==> config.mk <==
export PLATFORM = sky130hd
export DESIGN_NAME = restoring_divider
export DESIGN_NICKNAME = d
export VERILOG_FILES = /design/src/rtl/restoring_divider_pkg.sv /design/src/rtl/restoring_divider_cra.sv /design/src/rtl/restoring_divider.sv
export SDC_FILE = /design/constraint.sdc
export NUM_CORES = 1
export LEC_CHECK = 0
export CAP_MARGIN = 0
export CORE_ASPECT_RATIO = 1.5
export CORE_UTILIZATION = 50
export DETAILED_ROUTE_END_ITERATION = 10
export PLACE_DENSITY = 0.79
export SETUP_SLACK_MARGIN = 0.2
export SLEW_MARGIN = 20
export SYNTH_ARGS = -nofsm -noshare
export SYNTH_HDL_FRONTEND = slang
export SYNTH_SLANG_ARGS = --single-unit
==> constraint.sdc <==
create_clock -name clk_i -period 2.9 [get_ports clk_i]
set_input_delay 0.29 -clock clk_i [delete_from_list [all_inputs] [get_ports clk_i]]
set_output_delay 0.29 -clock clk_i [all_outputs]
set_load 0.005 [all_outputs]
==> src/rtl/restoring_divider_pkg.sv <==
// ---------------------------------------------------------------------------
// restoring_divider_pkg
//
// Purpose:
//   Shared definitions for the restoring divider slice: the controller state
//   enumeration, the default operand width and a helper that sizes the
//   step counter so it can hold every value from 0 up to the operand width.
//
// Contents:
//   div_state_e           - IDLE / CALC / DONE controller states
//   DIV_BIT_NUMB_DEFAULT  - default operand and result width
//   step_cnt_width()      - clog2(bit_numb + 1), width of the step counter
// ---------------------------------------------------------------------------
package restoring_divider_pkg;

    // Controller states. IDLE waits for a request, CALC runs one restoring
    // step per cycle, DONE presents the one-cycle completion pulse.
    typedef enum logic [1:0] {
        IDLE = 2'd0,
        CALC = 2'd1,
        DONE = 2'd2
    } div_state_e;

    // Default width of the dividend, divisor, quotient and remainder.
    localparam int DIV_BIT_NUMB_DEFAULT = 4;

    // Width of the step counter. Sized for bit_numb + 1 values so the
    // counter is never narrower than the number of steps it tracks.
    function automatic int step_cnt_width(input int bit_numb);
        return $clog2(bit_numb + 1);
    endfunction

endpackage

==> src/rtl/restoring_divider_cra.sv <==
// ---------------------------------------------------------------------------
// carry_ripple_adder
//
// Purpose:
//   Plain ripple-carry adder built from a chain of full adders. The divider
//   uses it to form the trial subtraction of each restoring step.
//
// Ports:
//   a_i      [CRA_BIT_NUMB-1:0]  first addend
//   b_i      [CRA_BIT_NUMB-1:0]  second addend
//   carry_i                      carry into bit 0
//   sum_o    [CRA_BIT_NUMB-1:0]  sum bits
//   carry_o                      carry out of the most significant bit
// ---------------------------------------------------------------------------
module carry_ripple_adder
    import restoring_divider_pkg::*;
#(
    parameter int CRA_BIT_NUMB = DIV_BIT_NUMB_DEFAULT + 1
) (
    input  logic [CRA_BIT_NUMB-1:0] a_i,
    input  logic [CRA_BIT_NUMB-1:0] b_i,
    input  logic                    carry_i,
    output logic [CRA_BIT_NUMB-1:0] sum_o,
    output logic                    carry_o
);

    // Carry chain: carry[i] enters bit i, carry[CRA_BIT_NUMB] leaves the top.
    logic [CRA_BIT_NUMB:0] carry;

    assign carry[0] = carry_i;

    // One full adder per bit; generate and propagate terms feed the next
    // stage so the carry ripples from LSB to MSB.
    for (genvar i = 0; i < CRA_BIT_NUMB; i++) begin : g_full_adder
        assign sum_o[i]     = a_i[i] ^ b_i[i] ^ carry[i];
        assign carry[i + 1] = (a_i[i] & b_i[i]) | (carry[i] & (a_i[i] ^ b_i[i]));
    end

    assign carry_o = carry[CRA_BIT_NUMB];

endmodule

==> src/rtl/restoring_divider.sv <==
// ---------------------------------------------------------------------------
// restoring_divider
//
// Purpose:
//   Sequential unsigned restoring divider. A request accepted in IDLE
//   latches both operands; the quotient is built one bit per CALC cycle,
//   MSB first, and DONE presents a one-cycle completion pulse. A zero
//   divisor skips CALC and reports quotient = all ones, remainder =
//   dividend with div_by_zero_o set.
//
// Ports:
//   clk_i                          clock, rising edge active
//   rst_ni                         asynchronous reset, active low
//   start_i                        division request, honoured only in IDLE
//   dividend_i    [DIV_BIT_NUMB]   unsigned dividend, sampled on acceptance
//   divisor_i     [DIV_BIT_NUMB]   unsigned divisor, sampled on acceptance
//   busy_o                         high whenever the controller is not IDLE
//   done_o                         one-cycle pulse while in DONE
//   quotient_o    [DIV_BIT_NUMB]   unsigned quotient
//   remainder_o   [DIV_BIT_NUMB]   unsigned remainder
//   div_by_zero_o                  set with the results for a zero divisor
// ---------------------------------------------------------------------------
module restoring_divider
    import restoring_divider_pkg::*;
#(
    parameter int DIV_BIT_NUMB = DIV_BIT_NUMB_DEFAULT
) (
    input  logic                    clk_i,
    input  logic                    rst_ni,
    input  logic                    start_i,
    input  logic [DIV_BIT_NUMB-1:0] dividend_i,
    input  logic [DIV_BIT_NUMB-1:0] divisor_i,
    output logic                    busy_o,
    output logic                    done_o,
    output logic [DIV_BIT_NUMB-1:0] quotient_o,
    output logic [DIV_BIT_NUMB-1:0] remainder_o,
    output logic                    div_by_zero_o
);

    localparam int CNT_W = step_cnt_width(DIV_BIT_NUMB);
    localparam logic [CNT_W-1:0] LAST_STEP = CNT_W'(DIV_BIT_NUMB - 1);

    // Controller state and step counter.
    div_state_e        state_q, state_d;
    logic [CNT_W-1:0]  cnt_q, cnt_d;

    // Latched operands. The dividend copy is consumed MSB first by shifting
    // it left once per step, so its top bit is always the next bit to bring
    // into the partial remainder.
    logic [DIV_BIT_NUMB-1:0] dividend_q, dividend_d;
    logic [DIV_BIT_NUMB-1:0] divisor_q, divisor_d;

    // Working registers; they double as the result registers once DONE is
    // reached and hold their values until the next accepted request.
    logic [DIV_BIT_NUMB-1:0] quo_q, quo_d;
    logic [DIV_BIT_NUMB-1:0] rem_q, rem_d;
    logic                    dbz_q, dbz_d;

    // Datapath of a single restoring step.
    logic [DIV_BIT_NUMB:0] shifted_rem;
    logic [DIV_BIT_NUMB:0] adder_b;
    logic [DIV_BIT_NUMB:0] trial;
    logic                  not_borrow;
    logic                  trial_msb_unused;

    // Shift the next dividend bit into the partial remainder. One extra bit
    // is kept because twice the remainder can exceed the operand width.
    assign shifted_rem = {rem_q, dividend_q[DIV_BIT_NUMB-1]};

    // Two's-complement subtraction: shifted_rem + ~{0, divisor} + 1. The
    // inverted operand is zero-extended before inversion so the adder's
    // carry out is exactly the "no borrow" condition shifted_rem >= divisor.
    assign adder_b = ~{1'b0, divisor_q};

    carry_ripple_adder #(
        .CRA_BIT_NUMB (DIV_BIT_NUMB + 1)
    ) u_trial_sub (
        .a_i     (shifted_rem),
        .b_i     (adder_b),
        .carry_i (1'b1),
        .sum_o   (trial),
        .carry_o (not_borrow)
    );

    // On a successful subtraction the difference is below the divisor, so
    // its top bit is always zero and only the lower bits are kept.
    assign trial_msb_unused = trial[DIV_BIT_NUMB];

    // Registers: everything returns to zero and IDLE on reset so that an
    // interrupted division leaves no trace and never completes.
    always_ff @(posedge clk_i or negedge rst_ni) begin
        if (!rst_ni) begin
            state_q    <= IDLE;
            cnt_q      <= '0;
            dividend_q <= '0;
            divisor_q  <= '0;
            quo_q      <= '0;
            rem_q      <= '0;
            dbz_q      <= 1'b0;
        end else begin
            state_q    <= state_d;
            cnt_q      <= cnt_d;
            dividend_q <= dividend_d;
            divisor_q  <= divisor_d;
            quo_q      <= quo_d;
            rem_q      <= rem_d;
            dbz_q      <= dbz_d;
        end
    end

    // Next-state and datapath control. Every register holds by default;
    // IDLE accepts a request, CALC performs one restoring step per cycle,
    // and DONE always falls back to IDLE after its single cycle.
    always_comb begin
        state_d    = state_q;
        cnt_d      = cnt_q;
        dividend_d = dividend_q;
        divisor_d  = divisor_q;
        quo_d      = quo_q;
        rem_d      = rem_q;
        dbz_d      = dbz_q;

        unique case (state_q)
            IDLE: begin
                if (start_i) begin
                    dividend_d = dividend_i;
                    divisor_d  = divisor_i;
                    cnt_d      = '0;
                    dbz_d      = 1'b0;
                    if (divisor_i == '0) begin
                        // No steps needed: results are defined directly.
                        quo_d   = '1;
                        rem_d   = dividend_i;
                        dbz_d   = 1'b1;
                        state_d = DONE;
                    end else begin
                        quo_d   = '0;
                        rem_d   = '0;
                        state_d = CALC;
                    end
                end
            end

            CALC: begin
                // Keep the trial difference when it did not borrow,
                // otherwise restore the shifted remainder.
                if (not_borrow) begin
                    rem_d = trial[DIV_BIT_NUMB-1:0];
                end else begin
                    rem_d = shifted_rem[DIV_BIT_NUMB-1:0];
                end
                quo_d      = {quo_q[DIV_BIT_NUMB-2:0], not_borrow};
                dividend_d = {dividend_q[DIV_BIT_NUMB-2:0], 1'b0};
                cnt_d      = cnt_q + CNT_W'(1);
                if (cnt_q == LAST_STEP) begin
                    state_d = DONE;
                end
            end

            DONE: begin
                state_d = IDLE;
            end

            default: begin
                state_d = IDLE;
            end
        endcase
    end

    // Status and result outputs are decoded straight from the registers.
    assign busy_o        = (state_q != IDLE);
    assign done_o        = (state_q == DONE);
    assign quotient_o    = quo_q;
    assign remainder_o   = rem_q;
    assign div_by_zero_o = dbz_q;

endmodule

# Word-level counts from Yosys, hierarchy flattened
# Cells that the tools add are included.
# word_totals
reg_bits	22
in_bits	11
elab_cells	60
# op_classes
add_sub_neg	1
eq_ne	5
muxes	16
bitwise_logic	24
reduce_logical	7
# op_table
operator	count
$mux W4	6
$pmux W4 S2	3
$and A1 B1 Y1	9
$xor A1 B1 Y1	8
$mux W2	3
$pmux W3 S2	1
$reduce_and A2 Y1	3
$not A4 Y5	1
$or A1 B1 Y1	5
$logic_not A4 Y1	1
$ne A2 B2 Y1 const B	2
$pmux W2 S2	1
$reduce_bool A2 Y1	2
$add A3 B1 Y3 const B	1
$eq A3 B2 Y1 const B	1
$mux W3	1
$eq A2 B1 Y1 const B	1
$eq A2 B2 Y1 const B	1
$logic_not A2 Y1	1
$mux W1	1
$not A1 Y1	1

# Depth between registers and ports, before layout
# logic_depth
ltp_word	13
mapped_depth	11
ltp_nobuf	11

# Cells and area by module
# A second synthesis with hierarchy kept.
# hier_totals
hier_cells	128
area_unflattened_um2	1308.8
# modules_own_cells
module	n_inst	cells_each	area_each_um2	seq_area_each_um2
restoring_divider	1	113	1171.1	550.5
carry_ripple_adder	1	15	137.6	0.0

# Least setup slack after synthesis
# Ideal clock, no wire load.
# synth_timing
path_kind	register -> register
startpoint	register dividend_q[3]
endpoint	register quo_q[0] (netlist: quotient_o[0])
setup_ns	0.126
t_arrival_ns	2.282
t_required_ns	2.774
path_slack_ns	0.492
path_stages_with_launch	11
synth_period_minus_slack_ns	2.408
cell_sequence	dfrtp_1 -> inv_1 -> ha_1 -> inv_1 -> fa_1 -> inv_1 -> fa_1 -> inv_1 -> fa_1 -> or2_2 -> a221o_1
# synth_between
elab_chain_len	11
# synth_rtl
element	line	rtl
start, declared	restoring_divider.sv:50	logic [DIV_BIT_NUMB-1:0] dividend_q, dividend_d;
start signal, assigned	restoring_divider.sv:103	dividend_q <= dividend_d;
$and A1 B1 Y1 / $xor A1 B1 Y1 (equally long branches)	restoring_divider_cra.sv:36	assign carry[i + 1] = (a_i[i] & b_i[i]) | (carry[i] & (a_i[i] ^ b_i[i]));
$or A1 B1 Y1 (*)	restoring_divider_cra.sv:36	
$and A1 B1 Y1 (*)	restoring_divider_cra.sv:36	
$or A1 B1 Y1 (*)	restoring_divider_cra.sv:36	
$and A1 B1 Y1 (*)	restoring_divider_cra.sv:36	
$or A1 B1 Y1 (*)	restoring_divider_cra.sv:36	
$and A1 B1 Y1 (*)	restoring_divider_cra.sv:36	
$or A1 B1 Y1 (*)	restoring_divider_cra.sv:36	
$and A1 B1 Y1 (*)	restoring_divider_cra.sv:36	
$or A1 B1 Y1 (*)	restoring_divider_cra.sv:36	
$pmux W4 S2 (*)	restoring_divider.sv:123	unique case (state_q)
end signal, assigned	restoring_divider.sv:105	quo_q <= quo_d;
end, declared	restoring_divider.sv:55	logic [DIV_BIT_NUMB-1:0] quo_q, quo_d;
# Every way passes the cells marked *; elsewhere a longest branch is shown, timed or not.
# A chain may end at the register's enable or synchronous reset.

# Final worst setup path
# Ends and elaborated chain as after synthesis.

==> flow_metrics.py <==
metrics = {
    "placement": {
        "place.detailed.instances": 145,
        "gp_congestion": 0.769,
        "place.port_buffers": 21,
        "dp_hpwl_um": 1860,
        "placed_area_sq_um": 1350,
    },
    "worst_setup_path": {
        "timing.critical_path.from_type": "flop",
        "crit_path_max_fanout": 7,
        "cp_arrival_ns": 2.70,
        "worst_ep_required_time_ns": 3.10,
        "worstSetupPathType": "reg -> reg",
        "timing.critical_path.to_type": "flop",
    },
    "logic_synthesis": {
        "post_synth_num_cell_types": 30,
        "mappedNetlistNets": 123,
        "synth-edff-count": 0,
        "synth.ff_latch_count": 22,
        "synth.yosys.seq_area_share_pct": 48.5,
        "ys_async_sr_fraction_pct": 100,
        "synth_ff_type": "sky130_fd_sc_hd__dfrtp_1",
        "synthesis.area_per_instance_sq_um": 10.7,
        "synthesis.yosys.warnings": 0,
        "post_synth_inst_count": 106,
        "syn_area_sq_um": 1140,
    },
    "die": {
        "die_h_um": 60.4,
        "die_area_sq_um": 2470,
        "boundaryPins": 22,
        "floorplan.rows": 20,
        "start_util_pct": 54.7,
        "die-width_um": 40.9,
        "core-area_sq_um": 2080,
    },
    "detailed_routing": {
        "drt_pre_antenna_iters": 4,
        "final_antenna_net_count": 0,
        "iteration_0_drc_count_of_the_detailed_router": 20,
        "avgRoutedWirePerCell_um": 16.2,
        "via_per_inst": 6.06,
        "via_count": 903,
        "remaining_drc_errors": 0,
        "wirelength_um": 2420,
    },
    "layout": {
        "drive_above_1_share_pct": 10.2,
        "layout.filler_cells": 173,
        "final_cell_count_no_fill": 149,
        "final_net_count": 145,
        "area.growth.synth_to_final_pct": 21.8,
        "antenna-diode-count": 0,
        "fin_area_sq_um": 1380,
    },
    "clock_tree": {
        "worst_setup_hold_path_clk_slew_ns": 0.11,
        "ctsHoldBuffers": 0,
        "cts_max_level": 1,
        "clkLatencyLatePin_ns": 0.30,
        "clock-sinks": 22,
        "cts_setup_buffers": 0,
        "cts_max_path_buffers": 2,
        "cts-buffers-inserted": 3,
        "cts_tree": "yes",
        "library_cell_used_as_clock_root_buffer": "sky130_fd_sc_hd__clkbuf_4",
        "post_cts.resized_instances": 0,
    },
    "power_and_ir_drop": {
        "peakVddDrop_uv": 726,
        "pwr_density_cell_nw_per_um2": 1140,
        "p_leak_nw": 0.601,
    },
    "timing": {
        "clock_skew_ns": 0.000772,
        "setup_viol_count_final": 0,
        "fin_setup_tns_ns": 0,
        "post-route-period-util_pct": 86.4,
        "hold_violations": 0,
        "slew_limit_fails": 0,
        "worst-slew-pin-transition_ns": 0.958,
        "fin_crit_ns": 2.51,
        "maxClockFrequency_mhz": 399,
        "grt_setup_unrepaired": "no",
        "timing.max_slew.rel_slack_pct": 35.9,
    },
    "global_routing": {
        "pin_count_of_the_biggest_net_entering_global_routing": 23,
        "antenna_violations_before_repair": 0,
        "groute.usage.overall_pct": 23.1,
        "grt_pass1_vias": 907,
        "globalRouteOverflowTotal": 0,
        "global_route_wire_length_before_repair_um": 3910,
    },
    "worst_hold_path": {
        "worst_hold_path_type": "reg -> reg",
    },
    "status": {
        "run_status": "complete, no violations",
    },
    "flow_run": {
        "max_cap_violations": 0,
    },
}
[path summary, 6_finish.rpt]
kind                            depth (start not counted)                          to                       from  slack [ns]
worst max-delay path                                   10   quotient_o[0]$_DFFE_PN0P_  dividend_q[3]$_DFFE_PN0P_        0.39
worst min-delay path                                    1   div_by_zero_o$_DFFE_PN0P_  div_by_zero_o$_DFFE_PN0P_        0.50
worst max register to register                         10   quotient_o[0]$_DFFE_PN0P_  dividend_q[3]$_DFFE_PN0P_        0.39
worst min register to register                          1   div_by_zero_o$_DFFE_PN0P_  div_by_zero_o$_DFFE_PN0P_        0.50
max in group asynchronous                               1    divisor_q[1]$_DFFE_PN0P_                     rst_ni        1.81
min in group asynchronous                               1  remainder_o[3]$_DFFE_PN0P_                     rst_ni        0.51
[cells by family (layout without fill, tap and decap cells)]
logic type,count (synthesis),after routing,synth area share [%]
compound gates,34,34,20.4
fa+ha+maj,6,6,8.59
buf+inv,14,35,6.17
flops,22,22,48.5
mux,2,2,1.98
simple gates,28,28,14.4
[power by group]
group	switching (mW)	leakage [nW]	total, mW	internal, mW
sequential	0.130	0.273	0.579	0.449
clock	0.0873	0.0210	0.164	0.0766
combinational	0.401	0.307	0.829	0.428
[synth_stat cells, drive strengths merged (2+ instances only)]
| cell type | number | share of area, % |
|---|---|---|
| fa | 3 | 5.3 |
| nor3b | 3 | 3.0 |
| mux2 | 2 | 2.0 |
| o21a | 2 | 1.3 |
| dfrtp | 22 | 48 |
| a221o | 4 | 3.5 |
| ha | 3 | 3.3 |
| o22ai | 2 | 1.1 |
| nand2 | 11 | 3.6 |
| nor2 | 7 | 2.3 |
| a21oi | 4 | 1.8 |
| o211ai | 2 | 1.3 |
| nor2b | 2 | 1.1 |
| buf | 5 | 3.2 |
| inv | 9 | 3.0 |
| a31oi | 7 | 3.9 |
| a22o | 2 | 1.5 |
| o21ai | 7 | 3.1 |
[area by class of cell]
type	instances	area, sq um	area share (%)
Inverter	9	33.8	2.44
Sequential cell	22	551	39.8
Multi-Input combinational cell	70	518	37.4
Tap cell	22	27.5	1.99
Clock buffer	4	36.3	2.62
Timing Repair Buffer	22	218	15.7
[cells in the final DEF, fill, tap and decap left out, types with 3 or more instances in the layout]
cell type,instances
sky130_fd_sc_hd__o21ai_0,7
sky130_fd_sc_hd__clkdlybuf4s50_1,21
sky130_fd_sc_hd__a31oi_1,7
sky130_fd_sc_hd__a21oi_1,4
sky130_fd_sc_hd__dfrtp_1,22
sky130_fd_sc_hd__clkbuf_4,3
sky130_fd_sc_hd__a221o_1,4
sky130_fd_sc_hd__inv_1,9
sky130_fd_sc_hd__ha_1,3
sky130_fd_sc_hd__nand2_1,11
sky130_fd_sc_hd__nor2_1,7
[critical path, stage by stage, from the launching register on]
cell                      delay (ns)
sky130_fd_sc_hd__dfrtp_1        0.42
sky130_fd_sc_hd__inv_1          0.08
sky130_fd_sc_hd__ha_1           0.14
sky130_fd_sc_hd__inv_1          0.04
sky130_fd_sc_hd__fa_1           0.36
sky130_fd_sc_hd__inv_1          0.08
sky130_fd_sc_hd__fa_1           0.16
sky130_fd_sc_hd__inv_1          0.05
sky130_fd_sc_hd__fa_2           0.39
sky130_fd_sc_hd__or2_2          0.34
sky130_fd_sc_hd__a221o_1        0.35
[routing by layer]
metal	track usage (%)	share of wire, %	up-vias
met5	0	0	-
met4	7.14	1.3	0
met3	3.30	3.2	5
met2	40.0	55	22
met1	28.4	40	456
li1	-	-	420
[per-stage QoR]
step / hold slack (ns) / util, % / power, mW / setup slack (ns)
floorplan: -0.00559 / - / 1.12 / 0.492
global placement: 0.467 / 64.8 / 1.35 / 0.448
detailed placement: 0.479 / 64.8 / 1.41 / 0.306
CTS: 0.511 / 66.5 / 1.58 / 0.310
global route: 0.524 / 66.6 / 1.71 / 0.283
finish: 0.504 / 66.6 / 1.57 / 0.395
[flip-flops by register name, summed over array words and instances, names as in the netlist]
| signal | count |
|---|---|
| state_q | 2 |
| quotient_o | 4 |
| dividend_q | 4 |
| divisor_q | 4 |
| remainder_o | 4 |
| cnt_q | 3 |
| div_by_zero_o | 1 |
Power figures use the tool's default switching activity.
